## src/rtl/mii_pkg.sv

```systemverilog
// ----------------------------------------------------------------------------
// mii_pkg
//   Shared definitions for the MII-style word link. Both the transmit framer
//   and generator_checker import this package.
//   Contents:
//     - control code bytes: IDLE_CODE, START_CODE, EOF_CODE, ERR_CODE
//     - mii_tx_state_t : transmit framer FSM states
//     - mii_w_idle / mii_w_start / mii_w_eof / mii_w_err : build a control
//       word for NB byte lanes. Each returns an MII_MAX_W-bit vector. Only the
//       low NB*8 bits are meaningful, so the caller slices off its own width.
// ----------------------------------------------------------------------------
package mii_pkg;

    localparam logic [7:0] IDLE_CODE  = 8'h07;
    localparam logic [7:0] START_CODE = 8'hFB;
    localparam logic [7:0] EOF_CODE   = 8'hFD;
    localparam logic [7:0] ERR_CODE   = 8'hFE;

    // Widest link word the word builders support.
    localparam int MII_MAX_W = 2048;

    typedef enum logic [2:0] {
        IDLE,
        START,
        DATA,
        DRAIN,
        EOF
    } mii_tx_state_t;

    // Fill every lane below nb with the same code byte.
    function automatic logic [MII_MAX_W-1:0] mii_fill(input int nb, input logic [7:0] code);
        logic [MII_MAX_W-1:0] w;
        w = '0;
        for (int i = 0; i < MII_MAX_W / 8; i++) begin
            if (i < nb) begin
                w[i*8 +: 8] = code;
            end
        end
        return w;
    endfunction

    function automatic logic [MII_MAX_W-1:0] mii_w_idle(input int nb);
        return mii_fill(nb, IDLE_CODE);
    endfunction

    // START sits in byte 0; the other lanes carry IDLE.
    function automatic logic [MII_MAX_W-1:0] mii_w_start(input int nb);
        logic [MII_MAX_W-1:0] w;
        w       = mii_fill(nb, IDLE_CODE);
        w[7:0]  = START_CODE;
        return w;
    endfunction

    // EOF sits in the top lane; the lanes below it carry IDLE.
    function automatic logic [MII_MAX_W-1:0] mii_w_eof(input int nb);
        logic [MII_MAX_W-1:0] w;
        w = mii_fill(nb, IDLE_CODE);
        for (int i = 0; i < MII_MAX_W / 8; i++) begin
            if (i == nb - 1) begin
                w[i*8 +: 8] = EOF_CODE;
            end
        end
        return w;
    endfunction

    function automatic logic [MII_MAX_W-1:0] mii_w_err(input int nb);
        return mii_fill(nb, ERR_CODE);
    endfunction

endpackage

```

## src/rtl/mii_ipg_timer.sv

```systemverilog
// ----------------------------------------------------------------------------
// mii_ipg_timer
//   Saturating inter-frame gap counter. It counts enabled cycles up to
//   IPG_WORDS and then holds there. gap_done is high once IPG_WORDS cycles
//   have been counted since the last clear.
//   Ports:
//     clk       in   clock
//     i_rst     in   asynchronous active-high reset (count = 0)
//     clear     in   synchronous clear to 0 (has priority over enable)
//     enable    in   count one gap cycle
//     gap_done  out  count has reached IPG_WORDS
// ----------------------------------------------------------------------------
module mii_ipg_timer #(
    parameter int IPG_WORDS = 1
) (
    input  logic clk,
    input  logic i_rst,
    input  logic clear,
    input  logic enable,
    output logic gap_done
);

    localparam int CW = $clog2(IPG_WORDS + 1);
    localparam logic [CW-1:0] GAP_MAX = CW'(IPG_WORDS);

    logic [CW-1:0] gap_cnt;

    // NOTE: sequential state is written with non-blocking assignments only, so
    // every flop samples the values that were present before the clock edge.
    always_ff @(posedge clk or posedge i_rst) begin
        if (i_rst) begin
            gap_cnt <= '0;
        end else if (clear) begin
            gap_cnt <= '0;
        end else if (enable && (gap_cnt != GAP_MAX)) begin
            gap_cnt <= gap_cnt + 1'b1;
        end
    end

    assign gap_done = (gap_cnt >= GAP_MAX);

endmodule

```

## src/rtl/mii_frame_tx.sv

```systemverilog
// ----------------------------------------------------------------------------
// mii_frame_tx
//   Transmit framer for the MII-style word link. It takes payload words from a
//   valid/ready stream and wraps each frame as START, DATA..., EOF control-coded
//   link words. It holds at least IPG_WORDS IDLE words between frames. If the
//   source underruns mid-frame (valid drops), the frame is aborted with a single
//   ERROR word and the rest of that frame is discarded.
//
//   Parameters:
//     DATA_WIDTH  link word width in bits (a multiple of 8)
//     IPG_WORDS   minimum number of IDLE words between EOF and the next START
//
//   Ports:
//     clk          in   clock
//     i_rst        in   asynchronous active-high reset
//     i_data       in   payload word
//     i_valid      in   i_data valid
//     i_last       in   final payload word of the frame
//     o_ready      out  payload word accepted when i_valid & o_ready
//     o_tx_data    out  link word (registered)
//     o_tx_ctrl    out  1 = control word, 0 = payload word (registered)
//     o_frame_cnt  out  frames completed with EOF   (MII_TX_STATS_EN only)
//     o_abort_cnt  out  frames aborted on underrun  (MII_TX_STATS_EN only)
//
//   Build option: define MII_TX_STATS_EN to add the two wrapping 16-bit
//   statistics counters and their ports.
//
//   Timing: the state register selects the word that is loaded into the
//   output register. A word decided in state S is therefore seen on the link
//   one cycle later. An accepted payload word is on o_tx_data exactly one
//   cycle after its handshake.
// ----------------------------------------------------------------------------
module mii_frame_tx
    import mii_pkg::*;
#(
    parameter int DATA_WIDTH = 64,
    parameter int IPG_WORDS  = 1
) (
    input  logic                  clk,
    input  logic                  i_rst,
    input  logic [DATA_WIDTH-1:0] i_data,
    input  logic                  i_valid,
    input  logic                  i_last,
    output logic                  o_ready,
    output logic [DATA_WIDTH-1:0] o_tx_data,
    output logic                  o_tx_ctrl
`ifdef MII_TX_STATS_EN
   ,output logic [15:0]           o_frame_cnt,
    output logic [15:0]           o_abort_cnt
`endif
);

    localparam int NB = DATA_WIDTH / 8;

    localparam logic [MII_MAX_W-1:0] W_IDLE_FULL  = mii_w_idle(NB);
    localparam logic [MII_MAX_W-1:0] W_START_FULL = mii_w_start(NB);
    localparam logic [MII_MAX_W-1:0] W_EOF_FULL   = mii_w_eof(NB);
    localparam logic [MII_MAX_W-1:0] W_ERR_FULL   = mii_w_err(NB);

    localparam logic [DATA_WIDTH-1:0] W_IDLE  = W_IDLE_FULL[DATA_WIDTH-1:0];
    localparam logic [DATA_WIDTH-1:0] W_START = W_START_FULL[DATA_WIDTH-1:0];
    localparam logic [DATA_WIDTH-1:0] W_EOF   = W_EOF_FULL[DATA_WIDTH-1:0];
    localparam logic [DATA_WIDTH-1:0] W_ERR   = W_ERR_FULL[DATA_WIDTH-1:0];

    mii_tx_state_t         state, state_nxt;
    logic [DATA_WIDTH-1:0] tx_data_nxt;
    logic                  tx_ctrl_nxt;
    logic                  gap_done;
    logic                  load_eof;
    logic                  load_err;

    // The gap count restarts whenever the link leaves IDLE. It only begins
    // counting once the framer is back in IDLE, which is after the EOF or the
    // drained abort.
    mii_ipg_timer #(
        .IPG_WORDS (IPG_WORDS)
    ) u_ipg_timer (
        .clk      (clk),
        .i_rst    (i_rst),
        .clear    (state != IDLE),
        .enable   (state == IDLE),
        .gap_done (gap_done)
    );

    // Ready is decoded straight from the registered state, so it is glitch-free
    // and does not depend combinationally on i_valid.
    assign o_ready = (state == START) || (state == DATA) || (state == DRAIN);

    always_ff @(posedge clk or posedge i_rst) begin
        if (i_rst) begin
            state <= IDLE;
        end else begin
            state <= state_nxt;
        end
    end

    // NOTE: every output of this block gets a default before the case
    // statement, so no path can leave a signal unassigned and infer a latch.
    always_comb begin
        state_nxt   = state;
        tx_data_nxt = W_IDLE;
        tx_ctrl_nxt = 1'b1;
        load_eof    = 1'b0;
        load_err    = 1'b0;

        unique case (state)
            IDLE: begin
                if (i_valid && gap_done) begin
                    state_nxt   = START;
                    tx_data_nxt = W_START;
                end
            end

            // W_START is on the link while the first beat is accepted, so
            // START and DATA handle a beat in the same way.
            START, DATA: begin
                if (i_valid) begin
                    tx_data_nxt = i_data;
                    tx_ctrl_nxt = 1'b0;
                    state_nxt   = i_last ? EOF : DATA;
                end else begin
                    tx_data_nxt = W_ERR;
                    load_err    = 1'b1;
                    state_nxt   = DRAIN;
                end
            end

            // Beats of the aborted frame are accepted but never reach the link.
            DRAIN: begin
                if (i_valid && i_last) begin
                    state_nxt = IDLE;
                end
            end

            EOF: begin
                tx_data_nxt = W_EOF;
                load_eof    = 1'b1;
                state_nxt   = IDLE;
            end

            default: begin
                state_nxt = IDLE;
            end
        endcase
    end

    always_ff @(posedge clk or posedge i_rst) begin
        if (i_rst) begin
            o_tx_data <= W_IDLE;
            o_tx_ctrl <= 1'b1;
        end else begin
            o_tx_data <= tx_data_nxt;
            o_tx_ctrl <= tx_ctrl_nxt;
        end
    end

`ifdef MII_TX_STATS_EN
    // The counters advance on the same edge that loads the EOF or ERROR word,
    // and they wrap naturally at 16 bits.
    always_ff @(posedge clk or posedge i_rst) begin
        if (i_rst) begin
            o_frame_cnt <= '0;
            o_abort_cnt <= '0;
        end else begin
            if (load_eof) begin
                o_frame_cnt <= o_frame_cnt + 16'd1;
            end
            if (load_err) begin
                o_abort_cnt <= o_abort_cnt + 16'd1;
            end
        end
    end
`endif

endmodule
```

## config.mk

```make
export PLATFORM = sky130hd
export DESIGN_NAME = mii_frame_tx
export DESIGN_NICKNAME = d
export VERILOG_FILES = /design/src/rtl/mii_pkg.sv /design/src/rtl/mii_ipg_timer.sv /design/src/rtl/mii_frame_tx.sv
export SDC_FILE = /design/constraint.sdc
export NUM_CORES = 1
export LEC_CHECK = 0
export BUFFER_PORTS_ARGS = -buffer_cell sky130_fd_sc_hd__buf_2
export CAP_MARGIN = 5
export CORE_AREA = 8 8 91 93
export CTS_CLUSTER_DIAMETER = 150
export DETAILED_ROUTE_END_ITERATION = 8
export DIE_AREA = 0 0 99 101
export PLACE_DENSITY = 0.85
export SLEW_MARGIN = 20
export SYNTH_ARGS = -nofsm -noshare
export SYNTH_HDL_FRONTEND = slang
export SYNTH_HIERARCHICAL = 1
export SYNTH_SLANG_ARGS = --single-unit
```

## constraint.sdc

```tcl
create_clock -name clk -period 1.92 [get_ports clk]
set_input_delay 0.384 -clock clk [delete_from_list [all_inputs] [get_ports clk]]
set_output_delay 0.384 -clock clk [all_outputs]
set_load 0.01 [all_outputs]
```

# Yosys cells after proc, flatten, opt, wreduce, memory -nomap -nowiden
# Cells that the tools add are included.
# totals
ff_bits,69
input_bits,68
out_inout_bits,66
# op_classes
addsub,1
magnitude_cmp,1
n_eq_ne,6
mux,12
bitwise,1
n_reduce_logical,10
# op_table
operator,n
one-hot mux 64 bit (3 select lines),1
2-to-1 mux 64 bit,1
2-to-1 mux 3 bit,4
one-hot mux 3 bit (3 select lines),1
2-to-1 mux 8 bit,1
equality test 3 x 2 -> 1 bit (second input constant),2
2-to-1 mux 1 bit,4
equality test 3 x 1 -> 1 bit (second input constant),1
equality test 3 bit (second input constant),1
logical AND 1 bit,3
zero test 3 bit,1
nonzero test 3 bit,1
logical OR 1 bit,2
inequality test 2 x 1 -> 1 bit (second input constant),1
inequality test 2 bit (second input constant),1
AND reduction 2 bit,1
nonzero test 2 bit,1
OR reduction 2 bit,1
adder 1 bit (second input constant),1
>= comparator 1 bit (second input constant),1
NOT 1 bit,1

# Logic depth before layout (Yosys ltp)
# Gate-level depths: netlist (run 1).
# logic_depth
ltp_word,4
depth_mapped,5
mapped_depth_nobuf,3

# Modules after synthesis
# The synthesis (run 1) kept the hierarchy.
# modules_own_cells
module,n_inst,cells_each,area_each_um2
mii_frame_tx,1,221,2666.3
mii_ipg_timer,1,3,38.8

# Least setup slack after synthesis (run 1)
# No wires, ideal clock.
# synth_path
path_kind,flip-flop to output port
from,register state[2]
to,output port o_ready
t_arrival_ns,0.861
path_slack_ns,0.675
stages_incl_launch_ff,4
path_cell_list,dfrtp_1 buf_2 clkbuf_1 nor2_1
# synth_via
elab_chain_cells,3
word_cells_on_any_way,5
classes_between,3 x eq/ne; 2 x reduce/logical
# synth_rtl
item,line_no,text
"start, declared",mii_frame_tx.sv:65,"mii_tx_state_t state, state_nxt;"
"start signal, assigned",mii_frame_tx.sv:93,state <= state_nxt;
equality test 3 x 1 -> 1 bit or equality test 3 x 2 -> 1 bit (tied branches),mii_frame_tx.sv:87,assign o_ready = (state == START) || (state == DATA) || (state == DRAIN);
logical OR 1 bit,mii_frame_tx.sv:87,
logical OR 1 bit *,mii_frame_tx.sv:87,
"end, declared",mii_frame_tx.sv:44,"output logic o_ready,"
# Mark *: on every way between the ends. The rest lies on a longest branch, timed or not.

# Worst setup path after layout (run 1)
# layout_path
from,register state[0]
to,output port o_ready
# Same word-level chain as after synthesis.

==> results of run 1 <==
## what timing repair did
action,4_1_cts,5_1_grt
hold endpoints to repair,1,0
hold buffers,1,0
endpoints found under the setup margin,0,0
## cell usage in the layout (no fill, tap or decap), types with 2 or more instances in the layout
| cell type | count |
|---|---|
| nand2_1 | 9 |
| nor3_1 | 31 |
| a211oi_1 | 7 |
| dfstp_2 | 25 |
| buf_2 | 133 |
| nor2_1 | 2 |
| clkinv_4 | 3 |
| inv_4 | 2 |
| dfrtp_1 | 44 |
| o31ai_1 | 5 |
| buf_4 | 7 |
| nand3_1 | 8 |
| clkbuf_8 | 9 |
| inv_1 | 9 |
| a32oi_1 | 2 |
| nand3b_1 | 14 |
| nor2b_1 | 36 |
## critical path: cells and delay by family, from the launching register on
kind          cells  cell delay [ns]
buf+inv           1             0.15
flops             1             0.52
simple gates      2             0.33
## sequential cells by signal, summed over array words and instances, names as in the netlist
signal and flops:
o_tx_data 64, state 3, o_tx_ctrl 1, u_ipg_timer/gap_cnt 1
## cell families after synthesis
family,share of synthesized area (%)
AOI/OAI and AO/OA,5.60
xor gates and xnor gates,1.62
buffers and inverters,5.60
DFF,65.0
and+or+nand+nor,22.2
## stage by stage
stage,worst slack (ns),instance area (um^2),utilization [%]
after floorplan,0.675,2710,-
after global placement,0.318,3450,49.7
after detailed placement,0.252,3450,49.7
after CTS,0.127,3650,52.6
after global routing,0.0543,3650,52.6
final,0.187,3650,52.6
## routing by layer
layer / routed length, um / vias to the layer above / GRT usage (%)
li1: - / 1017 / -
met1: 2660 / 1011 / 15.0
met2: 3470 / 88 / 23.8
met3: 627 / 9 / 7.11
met4: 107 / 0 / 5.43
met5: 0 / - / 0
## how the worst min path moves through the flow
stage,start,endpoint,slack [ns],depth (start not counted)
floorplan,i_rst,u_ipg_timer/gap_cnt$_DFFE_PP0P_,0.11,1
global placement,i_rst,u_ipg_timer/gap_cnt$_DFFE_PP0P_,0.25,2
detailed placement,i_rst,u_ipg_timer/gap_cnt$_DFFE_PP0P_,0.26,2
CTS,i_data[9],o_tx_data[9]$_DFF_PP1_,0.21,2
global route,i_data[41],o_tx_data[41]$_DFF_PP1_,0.21,2
finish,i_data[9],o_tx_data[9]$_DFF_PP1_,0.23,2
## area by class of cell
| type | instances | area, um^2 |
|---|---|---|
| clock buffer | 10 | 149 |
| sequential | 69 | 1760 |
| fill | 629 | 3290 |
| inverter | 11 | 45.0 |
| tap | 82 | 103 |
| timing repair buffer | 142 | 748 |
| multi-input combinational | 125 | 807 |
| clock inverter | 6 | 43.8 |
## report_power, final
part | switching, uW | internal [uW]
Sequential | 207 | 2190
Clock | 575 | 553
Combinational | 1410 | 962
==> flow_metrics.env, run 1 <==
export IMPL_grt_pass1_wl_mm=11.1
export IMPL_clkSlewWorstSetupHoldPaths_ns=0.08
export IMPL_leakagePower_uw=0.00179
export IMPL_insertion_delay_ns=0.34
export IMPL_vias_per_cell=4.78
export IMPL_reg2regPathDepth=2
export IMPL_drive_above_1_share_pct=51.2
export IMPL_core_um2=6940
export IMPL_antenna_cells=0
export IMPL_wl_mm=6.86
export IMPL_finalSetupViolCount=0
export IMPL_rsz0062_at_grt="no"
export IMPL_fin_skew_ns=0.0101
export IMPL_wl_per_cell_um=15.4
export IMPL_period_needed_ns=1.73
export IMPL_firstDrtPassIters=4
export IMPL_yosysTopAreaCell="dfrtp_1"
export IMPL_tightest_slew_ns=0.902
export IMPL_synthTopCellsByCount="dfrtp_1 (44), nor2b_1 (36), nor3_1 (31)"
export IMPL_max_cap_violations=0
export IMPL_fmax_ghz=0.577
export IMPL_hold_viol_final=0
export IMPL_syn_avg_cell_area_um2=12.1
export IMPL_grtUsageTotal_pct=14.2
export IMPL_synth_seq_cells=69
export IMPL_synth_edf_count=0
export IMPL_cts_buffers=9
export IMPL_arrival_ns=1.35
export IMPL_fin_tns_setup_ns=0
export IMPL_clockRootBuffer="clkbuf_8"
export IMPL_yosysTopAreaCellShare_pct=40.7
export IMPL_antenna_found_initial=0
export IMPL_worst_r2r_setup_slack_ns=0.28
export IMPL_route_vias_total=2125
export IMPL_worstPathMaxFanout=5
export IMPL_crit_slowest_cell="dfrtp_1"
export IMPL_cp_start_kind="register"
export IMPL_cpMostUsedCell="nor2_1"
export IMPL_drtAntennaViolNets=0
export IMPL_total_power_uw=5900
export IMPL_cts_buffer_depth=2
export IMPL_synth_cells=224
export IMPL_critPathLaunch="state[0]$_DFFE_PP0P_"
export IMPL_die_area_um2=10000
export IMPL_yosysSeqAreaShare_pct=65.0
export IMPL_placement_io_buffers=133
export IMPL_ys_types=29
export IMPL_report_final_slew_viol_count=0
export IMPL_async_reset_ff_share_pct=100
export IMPL_hpwl_mm=5.14
export IMPL_crit_chain="nor2_1 -> nor2_1 -> buf_2"
export IMPL_grt_start_max_net_pins=54
export IMPL_start_util_pct=39.0
export IMPL_worstHoldPathType="input pin to register"
export IMPL_syn_to_final_growth_pct=35.1
export IMPL_fin_cells=445
export IMPL_pin_count=134
export IMPL_grt_pass1_vias=2216
export IMPL_synth_net_count=292
export IMPL_final_nets=426
export IMPL_ir_drop_uv=673
export IMPL_hold_worst_slack_ns=0.229
export IMPL_synth_main_ff_cell="dfrtp_1"
export IMPL_yosysMostFrequentCell="dfrtp_1"
export IMPL_drt_iter0_markers=34
export IMPL_cts_num_sinks=69
export IMPL_cts_resized=0
export IMPL_die_h_um=101
export IMPL_min_period_over_period_pct=90.2
export IMPL_drc=0
export IMPL_crit_end="o_ready"
export IMPL_cts_max_level=3
export IMPL_status="completed"
export IMPL_powerDensity_nw_per_um2=1620
export IMPL_cts_tree="done"
export IMPL_required_ns=1.54
export IMPL_die_width_um=99
export IMPL_ys_warn_count=6
export IMPL_dp_cells=428
export IMPL_place_congestion=0.764
export IMPL_end_kind="output port"
export IMPL_regToRegStartpoint="state[0]$_DFFE_PP0P_"
export IMPL_synthTopCellsByArea="dfrtp_1 (41%), dfstp_2 (24%), nor2b_1 (8.3%)"
export IMPL_regToRegEndpoint="o_tx_data[37]$_DFF_PP0_"
export IMPL_worstSetupPathType="register to output port"
export IMPL_post_cts_buffers=0
export IMPL_grt_overflow=0
export IMPL_slowest_delay_ns=0.52
export IMPL_syn_area_um2=2710
export IMPL_row_count=31
export IMPL_max_slew_margin_pct=39.9
(Power assumes the default switching activity.)
==> inputs of run 2 (changes only) <==
Settings changed: CORE_AREA 8 8 91 93 to 8 8 89 91, CTS_CLUSTER_DIAMETER 150 to unset, DIE_AREA 0 0 99 101 to 0 0 97 99, SYNTH_HIERARCHICAL 1 to unset.
==> flow_metrics.env, run 2 <==
export IMPL_status="completed"
export IMPL_power_frac_seq_pct=43.2
export IMPL_drtAntennaViolNets=0
export IMPL_mostFrequentLayoutCells="buf_2 (133), dfrtp_1 (44), inv_1 (32), a21oi_1 (31), dfstp_2 (25)"
export IMPL_synth_edf_count=0
export IMPL_place_area_um2=3250
export IMPL_die_area_um2=9600
export IMPL_p_switching_uw=2040
export IMPL_drive_above_1_share_pct=51.8
export IMPL_period_needed_ns=1.71
export IMPL_ys_warn_count=0
export IMPL_layout_commonest_cell="buf_2"
export IMPL_antenna_found_initial=0
export IMPL_holdBufCountCts=0
export IMPL_max_cap_violations=0
export IMPL_grt_start_max_net_pins=41
export IMPL_hpwl_mm=4.86
export IMPL_syn_avg_cell_area_um2=12.0
export IMPL_yosysMostFrequentCell="dfrtp_1"
export IMPL_synth_net_count=280
export IMPL_ir_drop_uv=776
export IMPL_yosysSeqAreaShare_pct=69.4
export IMPL_core_um2=6570
export IMPL_required_ns=1.54
export IMPL_largest_reg_flops=64
export IMPL_grt_pass1_vias=2144
export IMPL_leakagePower_uw=0.00182
export IMPL_yosysTopAreaCellShare_pct=43.5
export IMPL_grt_overflow=0
export IMPL_fin_tns_setup_ns=0
export IMPL_synth_cells=212
export IMPL_drc=0
export IMPL_rsz0062_at_grt="no"
export IMPL_yosysTopAreaCell="dfrtp_1"
export IMPL_pin_count=134
export IMPL_clkSlewWorstSetupHoldPaths_ns=0.07
export IMPL_die_width_um=97
export IMPL_hold_worst_slack_ns=0.147
export IMPL_cts_buffer_depth=2
export IMPL_top_regs="o_tx_data (64), state (3)"
export IMPL_worstPathMaxFanout=12
export IMPL_tightest_slew_ns=0.496
export IMPL_wl_per_cell_um=14.8
export IMPL_row_count=30
export IMPL_wl_mm=6.41
export IMPL_top_layer="met4"
export IMPL_cp_start_kind="register"
export IMPL_dr_wl_met2_mm=3.26
export IMPL_hold_viol_final=0
export IMPL_design_area_um2=3410
export IMPL_synthTopCellsByCount="dfrtp_1 (44), inv_1 (33), a21oi_1 (31)"
export IMPL_post_cts_buffers=0
export IMPL_start_util_pct=38.6
export IMPL_clockRootBuffer="clkbuf_8"
export IMPL_drt_iter0_markers=39
export IMPL_arrival_ns=1.33
export IMPL_worstSetupPathType="register to output port"
export IMPL_syn_to_final_growth_pct=34.5
export IMPL_regMostFlops="o_tx_data"
export IMPL_report_final_slew_viol_count=0
export IMPL_max_slew_margin_pct=66.9
export IMPL_vias_per_cell=4.46
export IMPL_cts_max_level=3
export IMPL_ys_types=26
export IMPL_antenna_cells=0
export IMPL_firstDrtPassIters=4
export IMPL_synth_main_ff_cell="dfrtp_1"
export IMPL_dr_wl_met3_um=597
export IMPL_die_h_um=99
export IMPL_min_period_over_period_pct=89.2
export IMPL_placement_io_buffers=133
export IMPL_cts_buffers=9
export IMPL_route_vias_total=1933
export IMPL_grtUsageTotal_pct=13.7
export IMPL_grt_pass1_wl_mm=10.6
export IMPL_fmax_ghz=0.584
export IMPL_place_congestion=0.721
export IMPL_total_power_uw=5600
export IMPL_wl_met1_mm=2.47
export IMPL_final_nets=416
export IMPL_insertion_delay_ns=0.33
export IMPL_end_kind="output port"
export IMPL_fin_skew_ns=0.00804
export IMPL_pwr_share_clk_pct=17.3
export IMPL_cts_num_sinks=69
export IMPL_syn_area_um2=2530
export IMPL_worstHoldPathType="input pin to async pin"
export IMPL_cts_tree="done"
export IMPL_async_reset_ff_share_pct=100
export IMPL_pwr_share_comb_pct=39.5
export IMPL_synthTopCellsByArea="dfrtp_1 (43%), dfstp_2 (26%), a21oi_1 (6.1%)"
export IMPL_synth_seq_cells=69
export IMPL_finalSetupViolCount=0
export IMPL_intPower_uw=3570
export IMPL_p_sw_share_pct=36.3
export IMPL_cts_resized=0
export IMPL_powerDensity_nw_per_um2=1650
run 2: cell types whose count changed in the layout (fill, tap and decap cells not counted), sizes merged, moves of 14 or more:
cell / before / now
nor3: 31 / 1
inv: 11 / 32
nand2b: 0 / 15
nor2: 2 / 16
nand3b: 14 / 0
nor2b: 36 / 4
a21oi: 0 / 31
run 2: worst paths after layout:
path | cells past startpoint | slack [ns] | from | end
worst max register to register | 4 | 0.33 | state[1]$_DFFE_PP0P_ | o_tx_data[46]$_DFF_PP0_
max in group asynchronous | 3 | 1.36 | i_rst | o_tx_data[50]$_DFF_PP1_
min in group clk | 2 | 0.23 | i_data[34] | o_tx_data[34]$_DFF_PP1_
worst min register to register | 1 | 0.63 | state[2]$_DFFE_PP0P_ | o_tx_data[6]$_DFF_PP0_
worst min-delay path | 3 | 0.15 | i_rst | o_tx_data[62]$_DFF_PP0_
worst max-delay path | 4 | 0.21 | state[0]$_DFFE_PP0P_ | o_ready
run 2: cells by family (layout without fill, tap and decap cells):
group / Yosys count / in the layout / share of synthesized area [%]
buf+inv: 47 / 188 / 8.94
flops: 69 / 69 / 69.4
simple gates: 40 / 40 / 8.25
xor+xnor: 1 / 1 / 0.642
compound gates: 55 / 55 / 12.8
run 2: routing by layer:
metal | vias up | global-route usage (%)
li1 | 931 | -
met5 | - | 0
met2 | 81 | 22.7
met1 | 912 | 15.1
met4 | 0 | 6.04
met3 | 9 | 5.67
run 2: critical path, cell delays in order (launching register included):
cell and delay [ns]:
dfrtp_1 0.41, buf_4 0.19, nor2_1 0.20, nor2_1 0.06, buf_2 0.15
run 2: metrics by stage:
step                      instances  setup slack [ns]  utilization (%)
final                           433             0.207             51.9
after global placement          417             0.404             49.4
after global routing            433             0.124             51.9
after floorplan                 212             0.668                -
after CTS                       433             0.179             51.9
after detailed placement        417             0.342             49.4
run 2: power by group through the flow:
| stage | clock network (uW) | registers [uW] | logic, uW |
|---|---|---|---|
| 4_1_cts | 1010 | 2430 | 2260 |
| 6_report | 971 | 2420 | 2210 |
| 3_5_place_dp | 0 | 2450 | 2260 |
| 2_1_floorplan | 0 | 2730 | 1210 |
| 5_1_grt | 1070 | 2490 | 2490 |
| 3_3_place_gp | 0 | 2410 | 2170 |
run 2: final cells by class:
class                           count  area [um^2]
Clock buffer                       11          131
Clock inverter                      5         27.5
Fill cell                         628         3160
Inverter                           33          128
Multi-Input combinational cell     96          552
Sequential cell                    69         1760
Tap cell                           80          100
Timing Repair Buffer              139          711
